$ cat src/rtl/arith_mc_pkg.sv
// Shared encodings, ALU op codes and FSM states for the multi-cycle arithmetic machine.
package arith_mc_pkg;

  localparam logic [31:0] PC_RESET_DEFAULT = 32'h0040_0000;

  localparam logic [5:0] OP_RTYPE = 6'h00;
  localparam logic [5:0] OP_ADDI  = 6'h08;
  localparam logic [5:0] OP_ANDI  = 6'h0C;
  localparam logic [5:0] OP_ORI   = 6'h0D;
  localparam logic [5:0] OP_XORI  = 6'h0E;

  localparam logic [5:0] FN_ADD = 6'h20;
  localparam logic [5:0] FN_SUB = 6'h22;
  localparam logic [5:0] FN_AND = 6'h24;
  localparam logic [5:0] FN_OR  = 6'h25;
  localparam logic [5:0] FN_XOR = 6'h26;
  localparam logic [5:0] FN_NOR = 6'h27;

  typedef enum logic [2:0] {
    ALU_AND = 3'b000,
    ALU_OR  = 3'b001,
    ALU_ADD = 3'b010,
    ALU_XOR = 3'b011,
    ALU_NOR = 3'b100,
    ALU_SUB = 3'b110,
    ALU_SLT = 3'b111
  } alu_op_e;

  typedef enum logic [1:0] {
    ST_FETCH  = 2'd0,
    ST_DECODE = 2'd1,
    ST_EXEC   = 2'd2,
    ST_TRAP   = 2'd3
  } state_e;

  // A 5-bit register field is usable only if it names an implemented register.
  function automatic logic reg_in_range(input logic [4:0] idx, input int nregs);
    return ({27'd0, idx} < 32'(nregs));
  endfunction

endpackage

$ cat src/rtl/regfile_p.sv
// Parametrised 2-read/1-write register file; register 0 is hardwired to zero.
module regfile_p #(
  parameter int WIDTH = 32,
  parameter int NREGS = 32
) (
  input  logic                     clk_i,
  input  logic                     rst_i,
  input  logic                     we_i,
  input  logic [$clog2(NREGS)-1:0] waddr_i,
  input  logic [WIDTH-1:0]         wdata_i,
  input  logic [$clog2(NREGS)-1:0] raddr_a_i,
  input  logic [$clog2(NREGS)-1:0] raddr_b_i,
  output logic [WIDTH-1:0]         rdata_a_o,
  output logic [WIDTH-1:0]         rdata_b_o
);

  logic [WIDTH-1:0] regs_q [NREGS];

  assign rdata_a_o = (raddr_a_i == '0) ? '0 : regs_q[raddr_a_i];
  assign rdata_b_o = (raddr_b_i == '0) ? '0 : regs_q[raddr_b_i];

  // Reset has priority over a pending write; writes to register 0 are dropped.
  always_ff @(posedge clk_i) begin
    if (rst_i) begin
      for (int i = 0; i < NREGS; i++) begin
        regs_q[i] <= '0;
      end
    end else if (we_i && (waddr_i != '0)) begin
      regs_q[waddr_i] <= wdata_i;
    end
  end

endmodule

$ cat src/rtl/arith_machine_mc.sv
// Multi-cycle FETCH/DECODE/EXEC machine for MIPS arithmetic instructions with a
// sticky trap on anything it does not implement.
module arith_machine_mc
  import arith_mc_pkg::*;
#(
  parameter int          WIDTH    = 32,
  parameter int          NREGS    = 32,
  parameter logic [31:0] PC_RESET = PC_RESET_DEFAULT
) (
  input  logic        clock,
  input  logic        reset,
  output logic        imem_req,
  output logic [31:0] imem_addr,
  input  logic        imem_valid,
  input  logic [31:0] imem_data,
  output logic        except,
  output logic        halted,
  output logic [31:0] retired,
  output logic [31:0] dbg_pc
);

  localparam int AW = $clog2(NREGS);

  state_e      state_q;
  logic [31:0] pc_q;
  logic [31:0] ir_q;
  logic        req_q;
  logic        except_q;
  logic        halted_q;
  logic [31:0] retired_q;

  logic [5:0]  opcode_s;
  logic [4:0]  rs_s;
  logic [4:0]  rt_s;
  logic [4:0]  rd_s;
  logic [4:0]  shamt_s;
  logic [5:0]  funct_s;
  logic [15:0] imm_s;

  alu_op_e     alu_op_s;
  logic        use_imm_s;
  logic        sext_s;
  logic        op_ok_s;
  logic        uses_rd_s;
  logic        legal_s;
  logic [4:0]  dst_s;

  logic [WIDTH-1:0] imm_ext_s;
  logic [WIDTH-1:0] rs_data_s;
  logic [WIDTH-1:0] rt_data_s;
  logic [WIDTH-1:0] opb_s;
  logic [WIDTH-1:0] wb_data_s;

  assign opcode_s = ir_q[31:26];
  assign rs_s     = ir_q[25:21];
  assign rt_s     = ir_q[20:16];
  assign rd_s     = ir_q[15:11];
  assign shamt_s  = ir_q[10:6];
  assign funct_s  = ir_q[5:0];
  assign imm_s    = ir_q[15:0];

  // Classify the held instruction; IR is stable through DECODE and EXEC.
  always_comb begin
    alu_op_s  = ALU_ADD;
    use_imm_s = 1'b0;
    sext_s    = 1'b0;
    op_ok_s   = 1'b0;
    uses_rd_s = 1'b0;
    case (opcode_s)
      OP_RTYPE: begin
        uses_rd_s = 1'b1;
        case (funct_s)
          FN_ADD:  begin alu_op_s = ALU_ADD; op_ok_s = 1'b1; end
          FN_SUB:  begin alu_op_s = ALU_SUB; op_ok_s = 1'b1; end
          FN_AND:  begin alu_op_s = ALU_AND; op_ok_s = 1'b1; end
          FN_OR:   begin alu_op_s = ALU_OR;  op_ok_s = 1'b1; end
          FN_XOR:  begin alu_op_s = ALU_XOR; op_ok_s = 1'b1; end
          FN_NOR:  begin alu_op_s = ALU_NOR; op_ok_s = 1'b1; end
          default: begin alu_op_s = ALU_ADD; op_ok_s = 1'b0; end
        endcase
      end
      OP_ADDI: begin alu_op_s = ALU_ADD; use_imm_s = 1'b1; sext_s = 1'b1; op_ok_s = 1'b1; end
      OP_ANDI: begin alu_op_s = ALU_AND; use_imm_s = 1'b1; op_ok_s = 1'b1; end
      OP_ORI:  begin alu_op_s = ALU_OR;  use_imm_s = 1'b1; op_ok_s = 1'b1; end
      OP_XORI: begin alu_op_s = ALU_XOR; use_imm_s = 1'b1; op_ok_s = 1'b1; end
      default: begin op_ok_s = 1'b0; end
    endcase
  end

  // rs and rt are used by every legal form; rd and shamt only by R-type.
  assign legal_s = op_ok_s
                   && (!uses_rd_s || (shamt_s == 5'd0))
                   && reg_in_range(rs_s, NREGS)
                   && reg_in_range(rt_s, NREGS)
                   && (!uses_rd_s || reg_in_range(rd_s, NREGS));
  assign dst_s   = uses_rd_s ? rd_s : rt_s;

  // Works down to WIDTH=16, where there are no upper bits to fill.
  always_comb begin
    imm_ext_s        = {WIDTH{sext_s & imm_s[15]}};
    imm_ext_s[15:0]  = imm_s;
  end

  assign opb_s = use_imm_s ? imm_ext_s : rt_data_s;

  // ALU: add/sub wrap silently, no overflow detection.
  always_comb begin
    case (alu_op_s)
      ALU_ADD: wb_data_s = rs_data_s + opb_s;
      ALU_SUB: wb_data_s = rs_data_s - opb_s;
      ALU_AND: wb_data_s = rs_data_s & opb_s;
      ALU_OR:  wb_data_s = rs_data_s | opb_s;
      ALU_XOR: wb_data_s = rs_data_s ^ opb_s;
      ALU_NOR: wb_data_s = ~(rs_data_s | opb_s);
      default: wb_data_s = '0;
    endcase
  end

  regfile_p #(
    .WIDTH (WIDTH),
    .NREGS (NREGS)
  ) u_rf (
    .clk_i     (clock),
    .rst_i     (reset),
    .we_i      (state_q == ST_EXEC),
    .waddr_i   (dst_s[AW-1:0]),
    .wdata_i   (wb_data_s),
    .raddr_a_i (rs_s[AW-1:0]),
    .raddr_b_i (rt_s[AW-1:0]),
    .rdata_a_o (rs_data_s),
    .rdata_b_o (rt_data_s)
  );

  // Control FSM; imem_req is registered so it is high exactly while in FETCH.
  always_ff @(posedge clock) begin
    if (reset) begin
      state_q   <= ST_FETCH;
      pc_q      <= PC_RESET;
      ir_q      <= 32'd0;
      req_q     <= 1'b1;
      except_q  <= 1'b0;
      halted_q  <= 1'b0;
      retired_q <= 32'd0;
    end else begin
      case (state_q)
        ST_FETCH: begin
          if (imem_valid) begin
            ir_q    <= imem_data;
            req_q   <= 1'b0;
            state_q <= ST_DECODE;
          end
        end
        ST_DECODE: begin
          if (legal_s) begin
            state_q <= ST_EXEC;
          end else begin
            state_q  <= ST_TRAP;
            except_q <= 1'b1;
            halted_q <= 1'b1;
          end
        end
        ST_EXEC: begin
          pc_q      <= pc_q + 32'd4;
          retired_q <= retired_q + 32'd1;
          req_q     <= 1'b1;
          state_q   <= ST_FETCH;
        end
        ST_TRAP: begin
          req_q <= 1'b0;
        end
        default: begin
          state_q  <= ST_TRAP;
          req_q    <= 1'b0;
          except_q <= 1'b1;
          halted_q <= 1'b1;
        end
      endcase
    end
  end

  assign imem_req  = req_q;
  assign imem_addr = pc_q;
  assign dbg_pc    = pc_q;
  assign except    = except_q;
  assign halted    = halted_q;
  assign retired   = retired_q;

endmodule

$ cat config.mk
export PLATFORM = sky130hd
export DESIGN_NAME = arith_machine_mc
export DESIGN_NICKNAME = d
export VERILOG_FILES = /design/src/rtl/arith_mc_pkg.sv /design/src/rtl/regfile_p.sv /design/src/rtl/arith_machine_mc.sv
export SDC_FILE = /design/constraint.sdc
export NUM_CORES = 1
export LEC_CHECK = 0
export ABC_AREA = 0
export CAP_MARGIN = 20
export CORE_MARGIN = 10
export CORE_UTILIZATION = 35
export DETAILED_ROUTE_END_ITERATION = 10
export HOLD_SLACK_MARGIN = 0.05
export MAX_ROUTING_LAYER = met4
export PLACE_DENSITY = 0.77
export SYNTH_ARGS = -nofsm -noshare
export SYNTH_HDL_FRONTEND = slang
export SYNTH_HIERARCHICAL = 1
export SYNTH_SLANG_ARGS = --single-unit
$ cat constraint.sdc
create_clock -name clock -period 2 [get_ports clock]
set_input_delay 0.3 -clock clock [delete_from_list [all_inputs] [get_ports clock]]
set_output_delay 0.3 -clock clock [all_outputs]
set_load 0.03 [all_outputs]
==> implementation parameters, run 1 <==
Parameter                              Value

Power
  Power per standard cell area    653 nW/um^2
  Leakage power figure    1.81 nW
  Peak VDD IR    0.000377 V

STA
  Headroom to the max-slew limit    0.602
  Final worst hold slack    0.453 ns
  Setup violations, final    0
  Crit share post-route    0.977
  Slew Viols, Final    0
  Maximum clock frequency    0.512 GHz
  Shortest clock period the worst path allows after layout    1.95 ns
  Worst Tran Pin Value    0.597 ns
  Post-Route Skew    0.00508 ns
  RSZ-0062 raised after global routing    false
  Final hold viol count    0
  Worst path setup slack after routing    0.0469 ns

Clock tree
  Library cell used as clock root buffer    sky130_fd_sc_hd__clkbuf_16
  CTS tree    yes
  Worst-Skew Late Latency    0.33 ns
  H-tree levels    3
  Cts bufs inserted    9
  Clock Pin Slew Worst Setup and Hold Paths    0.06 ns
  Number of sinks handled by clock tree synthesis    82
  Number of hold-repair buffers added at the cts stage    0
  Maximum root-to-sink buffer count    2

Finish
  Final #Nets    604
  Core utilization of the finished layout    0.498
  Number of fill cells in the layout    1012
  Most common cell after layout, fill and taps aside    sky130_fd_sc_hd__clkdlybuf4s50_1
  Diodes inserted    0
  Most used cells in the layout excluding fill and tap cells    sky130_fd_sc_hd__clkdlybuf4s50_1, sky130_fd_sc_hd__dfxtp_1, sky130_fd_sc_hd__a21oi_1
  Final Instance Area    5470 sq um
  Share of cells above drive strength 1    0.123
  Synth-to-Final Area Change    37.0%

Worst setup path
  Endpoint required time on the critical path    2.27 ns
  Bufs and invs on worst path    0
  Reg2Reg Setup Slack    0.05 ns
  Critical setup path kind    flip-flop to flip-flop
  Standard cell with the maximum stage delay on the critical path    sky130_fd_sc_hd__or4_4
  Worst setup SP type    flip-flop
  Dominant delay contributor by cell family on the critical path    simple AND/OR/NAND/NOR gates
  Path depth of the worst reg2reg path    5
  Arrival time reported for the critical path endpoint    2.22 ns
  Chain of cells forming the critical path    ha_4 > nand3b_4 > or4_4 > or4b_1 > a21oi_1
  Highest cell delay on the worst timing path    0.60 ns
  CP Max Fanout    7
  Critical register-to-register path startpoint    retired[1]
  Sort of element at the end of the critical path    flip-flop
  RR Endpoint    retired[30]

Synthesis
  Count of different cell masters after synthesis    46
  Yosys warning count    6
  Cell area after synthesis    3990 sq um
  #FFs+latches synth    82
  Share of synthesized area occupied by flip-flops and latches    0.412
  Mapped Cells    476
  Post-Synthesis Mean Instance Area    8.38 sq um

Place
  Post-Place Setup Slack    -0.00499 ns
  Placed cell areas    5100 sq um
  RD Place Congestion    0.780
  Number of buffer cells added on primary ports    113
  Post-detail-place hpwl    7.99 mm

GRT
  Met3 routing resource usage after global routing    0.0308
  Wire length of the first global-routing pass    17.9 mm
  Global route total overflow    0
  Met1 Resource Use GR    0.155
  Total routing resource utilization after global routing    0.134
  Maximum number of pins on one net before global-route repair    33
  Most used routing layer in global routing    met2
  Vias in the first global route    3702
  Met2 usage in global routing    0.221
  Antenna violations before repair    0

Hold path
  Type of the most critical hold path    flip-flop to flip-flop
  Hold-critical path endpoint    ir_q[30]
  Worst hold start    ir_q[30]
  Hold Crit Depth    2

Drt
  Number of nets with antenna violations after detailed routing    0
  Number of iterations in the first detailed-routing pass    4
  Routed wire length per instance    15.4 microns
  Via count    3806
  Per-cell via count in the routed design    5.35
  Number of remaining DRC errors    0
  Number of DRC markers in iteration 0    274
  Total wirelength of the detailed-routed design    11.0 mm

Floorplan
  Row count    38
  Horizontal die dimension    127 microns
  Core region area    11000 sq um
  Vertical die dimension    127 microns
  Effective utilization at floorplan    0.363
  I/O pin count    134
  Full die area    16100 sq um

Outcome
  Run status    completed

Flow run
  Number of violations of the max-capacitance limit    0
-- worst max path at each step --
stage	endpoint	cells after the start	slack, ns	from
floorplan	retired[28]	5	0.01	retired[3]
global placement	retired[28]	5	0.07	retired[0]
detailed placement	retired[25]	5	-0.005	state_q[1]
CTS	retired[28]	5	-0.001	retired[0]
global route	retired[16]	6	0.001	retired[0]
finish	retired[30]	5	0.05	retired[1]
-- layout make-up --
class / instances / area (sq um) / share of cell area
Multi-Input combinational cell: 326 / 1980 / 0.363
Sequential cell: 82 / 1660 / 0.304
Timing Repair Buffer: 139 / 1330 / 0.242
Clock buffer: 12 / 246 / 0.0451
Tap cell: 140 / 175 / 0.0320
Clock inverter: 3 / 40.0 / 0.00732
Inverter: 9 / 33.8 / 0.00618
-- kinds of logic after synthesis --
kind of cell / count (synthesis) / share of synthesized area
simple gates: 198 / 0.278
compound gates: 97 / 0.140
flops: 82 / 0.412
buf+inv: 72 / 0.108
xor+xnor: 18 / 0.0395
mux: 5 / 0.0135
fa+ha+maj: 3 / 0.00878
other cells: 1 / 0.000940
-- registers in the layout (all words and copies together) (netlist names) --
signal    cells
ir_q         16
imem_req      1
dbg_pc       30
halted        1
state_q       2
retired      32
-- what timing repair did --
action	CTS	global route
pin swaps	0	2
cloned	0	1
endpoints found under the setup margin	6	21
resized for setup	1	14
setup buffers	0	4
-- synth_stat cells, drive strengths merged --
| cell | count | share of area |
|---|---|---|
| xor2 | 12 | 0.026 |
| o31a | 1 | 0.0022 |
| nor3b | 1 | 0.0019 |
| and4 | 7 | 0.015 |
| ha | 2 | 0.0063 |
| or4 | 25 | 0.048 |
| nand4b | 1 | 0.0022 |
| o31ai | 23 | 0.043 |
| nor4 | 6 | 0.0094 |
| buf | 47 | 0.084 |
| nor2b | 4 | 0.0063 |
| and3b | 1 | 0.0022 |
| nand2b | 3 | 0.0047 |
| nand3 | 17 | 0.024 |
| or2 | 1 | 0.0016 |
| mux2 | 3 | 0.0085 |
| nor2 | 28 | 0.026 |
| nand4 | 21 | 0.033 |
| clkbuf | 16 | 0.015 |
| a21oi | 54 | 0.068 |
| inv | 9 | 0.0085 |
| conb | 1 | 0.00094 |
| a211oi | 1 | 0.0019 |
| nand2 | 52 | 0.049 |
| and3 | 4 | 0.0063 |
| a41oi | 1 | 0.0022 |
| o41ai | 1 | 0.0022 |
| and2 | 3 | 0.0047 |
| nand3b | 1 | 0.0050 |
| nor3 | 3 | 0.0038 |
| o21ai | 15 | 0.019 |
| xnor2 | 6 | 0.013 |
| dfxtp | 82 | 0.41 |
| maj3 | 1 | 0.0025 |
| o22ai | 1 | 0.0016 |
| and2b | 1 | 0.0019 |
| and4b | 2 | 0.0053 |
| or4b | 1 | 0.0025 |
| or3 | 16 | 0.025 |
| mux2i | 2 | 0.0050 |
-- per-layer routing --
layer / vias to the layer above / wire length [microns]
met3: 13 / 651
met2: 108 / 5380
met5: - / 0
met1: 1814 / 4790
met4: 0 / 153
li1: 1871 / -
-- where the power goes --
group          internal (W)  total [W]  switching [W]
Clock              0.000991    0.00161       0.000623
Sequential          0.00167    0.00170      0.0000284
Combinational      0.000114   0.000257       0.000144
-- worst register-to-register path, stage by stage (launching register included) --
cell                       delay [ns]
sky130_fd_sc_hd__dfxtp_4         0.38
sky130_fd_sc_hd__ha_4            0.16
sky130_fd_sc_hd__nand3b_4        0.11
sky130_fd_sc_hd__or4_4           0.60
sky130_fd_sc_hd__or4b_1          0.50
sky130_fd_sc_hd__a21oi_1         0.15
-- stage by stage --
stage | total power (W) | std cells | TNS [ns]
floorplan | 0.00190 | 479 | 0
global placement | 0.00198 | 691 | 0
detailed placement | 0.00199 | 691 | -0.00499
CTS | 0.00360 | 706 | -0.00135
global route | 0.00369 | 711 | 0
finish | 0.00357 | 711 | 0
No activity file was read; power rests on OpenSTA's default activity.
==> run 2: changes to the inputs <==
--- a/config.mk
+++ b/config.mk
@@ -12,7 +12,7 @@
 export DETAILED_ROUTE_END_ITERATION = 10
 export HOLD_SLACK_MARGIN = 0.05
 export MAX_ROUTING_LAYER = met4
-export PLACE_DENSITY = 0.77
+export PLACE_DENSITY = 0.74
 export SYNTH_ARGS = -nofsm -noshare
 export SYNTH_HDL_FRONTEND = slang
 export SYNTH_HIERARCHICAL = 1
==> constraint.sdc (replaced) <==
create_clock -name clock -period 1.9 [get_ports clock]
set_input_delay 0.285 -clock clock [delete_from_list [all_inputs] [get_ports clock]]
set_output_delay 0.285 -clock clock [all_outputs]
set_load 0.03 [all_outputs]
==> implementation parameters, run 2 (synthesis gave the netlist of run 1 again) <==
Parameter                              Value

Power
  Fraction of power spent switching nets    0.228 (was 0.223)
  Peak VDD IR    0.000409 V (was 0.000377 V)
  Sequential share of power    0.456 (was 0.476)
  Net switching power    0.000895 W (was 0.000795 W)
  Power share of the combinational group    0.070 (was 0.072)
  Leakage power figure    1.88 nW (was 1.81 nW)
  Clock Power Share    0.474 (was 0.452)
  Power per standard cell area    701 nW/um^2 (was 653 nW/um^2)
  Cell internal pwr    0.00302 W (was 0.00277 W)

Hold path
  Hold Crit Depth    2 (unchanged)
  Type of the most critical hold path    input pin to flip-flop (was flip-flop to flip-flop)
  Hold-critical path endpoint    dbg_pc[7] (was ir_q[30])
  Worst hold start    reset (was ir_q[30])

STA
  Worst Tran Pin Value    0.525 ns (was 0.597 ns)
  Final worst hold slack    0.417 ns (was 0.453 ns)
  Worst path setup slack after routing    0.0193 ns (was 0.0469 ns)
  Slew Viols, Final    0 (unchanged)
  Final hold viol count    0 (unchanged)
  Setup violations, final    0 (unchanged)
  Post-Route Skew    0.00996 ns (was 0.00508 ns)
  Crit share post-route    0.990 (was 0.977)
  Headroom to the max-slew limit    0.650 (was 0.602)
  Shortest clock period the worst path allows after layout    1.88 ns (was 1.95 ns)
  RSZ-0062 raised after global routing    true (was false)
  Maximum clock frequency    0.532 GHz (was 0.512 GHz)

Clock tree
  Worst-Skew Late Latency    0.33 ns (about the same)
  Number of sinks handled by clock tree synthesis    82 (unchanged)
  CTS tree    yes (unchanged)
  Maximum root-to-sink buffer count    2 (unchanged)
  Library cell used as clock root buffer    sky130_fd_sc_hd__clkbuf_16 (unchanged)
  Number of hold-repair buffers added at the cts stage    0 (unchanged)
  Clock Pin Slew Worst Setup and Hold Paths    0.06 ns (about the same)
  H-tree levels    3 (unchanged)
  Cts bufs inserted    9 (unchanged)

Drt
  Number of remaining DRC errors    0 (unchanged)
  Number of iterations in the first detailed-routing pass    5 (was 4)
  Per-cell via count in the routed design    5.32 (was 5.35)
  Number of nets with antenna violations after detailed routing    0 (unchanged)
  Number of DRC markers in iteration 0    235 (was 274)
  Total wirelength of the detailed-routed design    11.1 mm (was 11.0 mm)
  Via count    3835 (was 3806)
  Routed wire length per instance    15.3 microns (was 15.4 microns)

Floorplan
  Full die area    16100 sq um (unchanged)
  Vertical die dimension    127 microns (unchanged)
  Core region area    11000 sq um (unchanged)
  I/O pin count    134 (unchanged)
  Effective utilization at floorplan    0.363 (unchanged)
  Row count    38 (unchanged)
  Horizontal die dimension    127 microns (unchanged)

GRT
  Total routing resource utilization after global routing    0.133 (was 0.134)
  Wire length of the first global-routing pass    17.8 mm (was 17.9 mm)
  Maximum number of pins on one net before global-route repair    34 (was 33)
  Global route total overflow    0 (unchanged)
  Vias in the first global route    3562 (was 3702)
  Antenna violations before repair    0 (unchanged)

Outcome
  Run status    completed (unchanged)

Finish
  Most used cells in the layout excluding fill and tap cells    sky130_fd_sc_hd__clkdlybuf4s50_1, sky130_fd_sc_hd__dfxtp_1, sky130_fd_sc_hd__a21oi_1 (unchanged)
  Final #Nets    613 (was 604)
  Synth-to-Final Area Change    40.2% (was 37.0%)
  Share of cells above drive strength 1    0.162 (was 0.123)
  Most common cell after layout, fill and taps aside    sky130_fd_sc_hd__clkdlybuf4s50_1 (unchanged)
  Largest register FFs    32 (unchanged)
  Diodes inserted    0 (unchanged)

Place
  Post-detail-place hpwl    8.02 mm (was 7.99 mm)
  RD Place Congestion    0.835 (was 0.780)
  Number of buffer cells added on primary ports    113 (unchanged)
  Post-Place Setup Slack    -0.0640 ns (was -0.00499 ns)

Worst setup path
  RR Endpoint    retired[30] (unchanged)
  Endpoint required time on the critical path    2.16 ns (was 2.27 ns)
  CP Max Fanout    7 (unchanged)
  Sort of element at the end of the critical path    flip-flop (unchanged)
  Path depth of the worst reg2reg path    5 (unchanged)
  Critical setup path kind    flip-flop to flip-flop (unchanged)
  Critical register-to-register path startpoint    retired[0] (was retired[1])
  Arrival time reported for the critical path endpoint    2.14 ns (was 2.22 ns)
  Reg2Reg Setup Slack    0.02 ns (was 0.05 ns)
  Worst setup SP type    flip-flop (unchanged)

Flow run
  Number of violations of the max-capacitance limit    0 (unchanged)
## run 2: changes by cell type in the layout (fill, tap and decap cells not counted), moves of 2 or more
cell,previous run,this run
sky130_fd_sc_hd__dfxtp_4,2,4
sky130_fd_sc_hd__clkinv_2,2,0
sky130_fd_sc_hd__a21oi_1,52,54
sky130_fd_sc_hd__buf_4,25,34
sky130_fd_sc_hd__dfxtp_1,70,56
sky130_fd_sc_hd__a21oi_2,2,0
sky130_fd_sc_hd__dfxtp_2,10,22
sky130_fd_sc_hd__inv_6,0,2
## run 2: critical path, cell delays in order (launching register included)
cell	delay, ns
sky130_fd_sc_hd__dfxtp_4	0.35
sky130_fd_sc_hd__ha_4	0.14
sky130_fd_sc_hd__nand3b_4	0.09
sky130_fd_sc_hd__or4_4	0.59
sky130_fd_sc_hd__or4b_1	0.49
sky130_fd_sc_hd__a21oi_1	0.14
## run 2: final cells by class
cell class | instances | area [sq um]
timing repair buffer | 148 | 1390
multi-input combinational | 326 | 1990
tap | 140 | 175
inverter | 9 | 33.8
clock inverter | 4 | 53.8
clock buffer | 12 | 268
sequential | 82 | 1680
fill | 1019 | 5390
## run 2: through the flow
stage | utilization | TNS [ns] | total power, W | std cells | cell area [sq um]
floorplan | - | -0.00566 | 0.00199 | 479 | 4060
global placement | 0.474 | 0 | 0.00209 | 701 | 5210
detailed placement | 0.474 | -0.352 | 0.00210 | 701 | 5210
CTS | 0.505 | -0.00462 | 0.00396 | 718 | 5540
finish | 0.509 | 0 | 0.00392 | 721 | 5590
global route | 0.509 | -0.112 | 0.00406 | 721 | 5590
## run 2: how the worst max path moves through the flow
stage	slack (ns)	endpoint	from	cells past startpoint
after floorplan	-0.006	retired[28]	retired[13]	5
after global placement	0.009	retired[12]	state_q[1]	5
after detailed placement	-0.06	dbg_pc[21]	state_q[1]	4
after CTS	-0.005	retired[30]	retired[0]	5
after global routing	-0.04	retired[30]	retired[0]	5
final	0.02	retired[30]	retired[0]	5
## run 2: layer usage
metal	track usage	vias to the layer above	part of all wire
li1	-	1896	-
met1	0.160	1826	0.44
met2	0.209	107	0.49
met3	0.0441	6	0.071
met4	0.0328	0	0.0061
met5	-	-	0
## run 2: power by group through the flow
stage	sequential (W)	clock, W	combinational, W
finish	0.00179	0.00186	0.000273
global placement	0.00182	0	0.000270
detailed placement	0.00182	0	0.000274
floorplan	0.00184	0	0.000157
global route	0.00179	0.00197	0.000303
CTS	0.00179	0.00190	0.000275
## run 2: repair_timing
item / in CTS / in global routing
setup buffers: 1 / 2
endpoints found under the setup margin: 17 / 17
pin swaps: 1 / 3
resized for setup: 3 / 10
gates cloned: 0 / 1
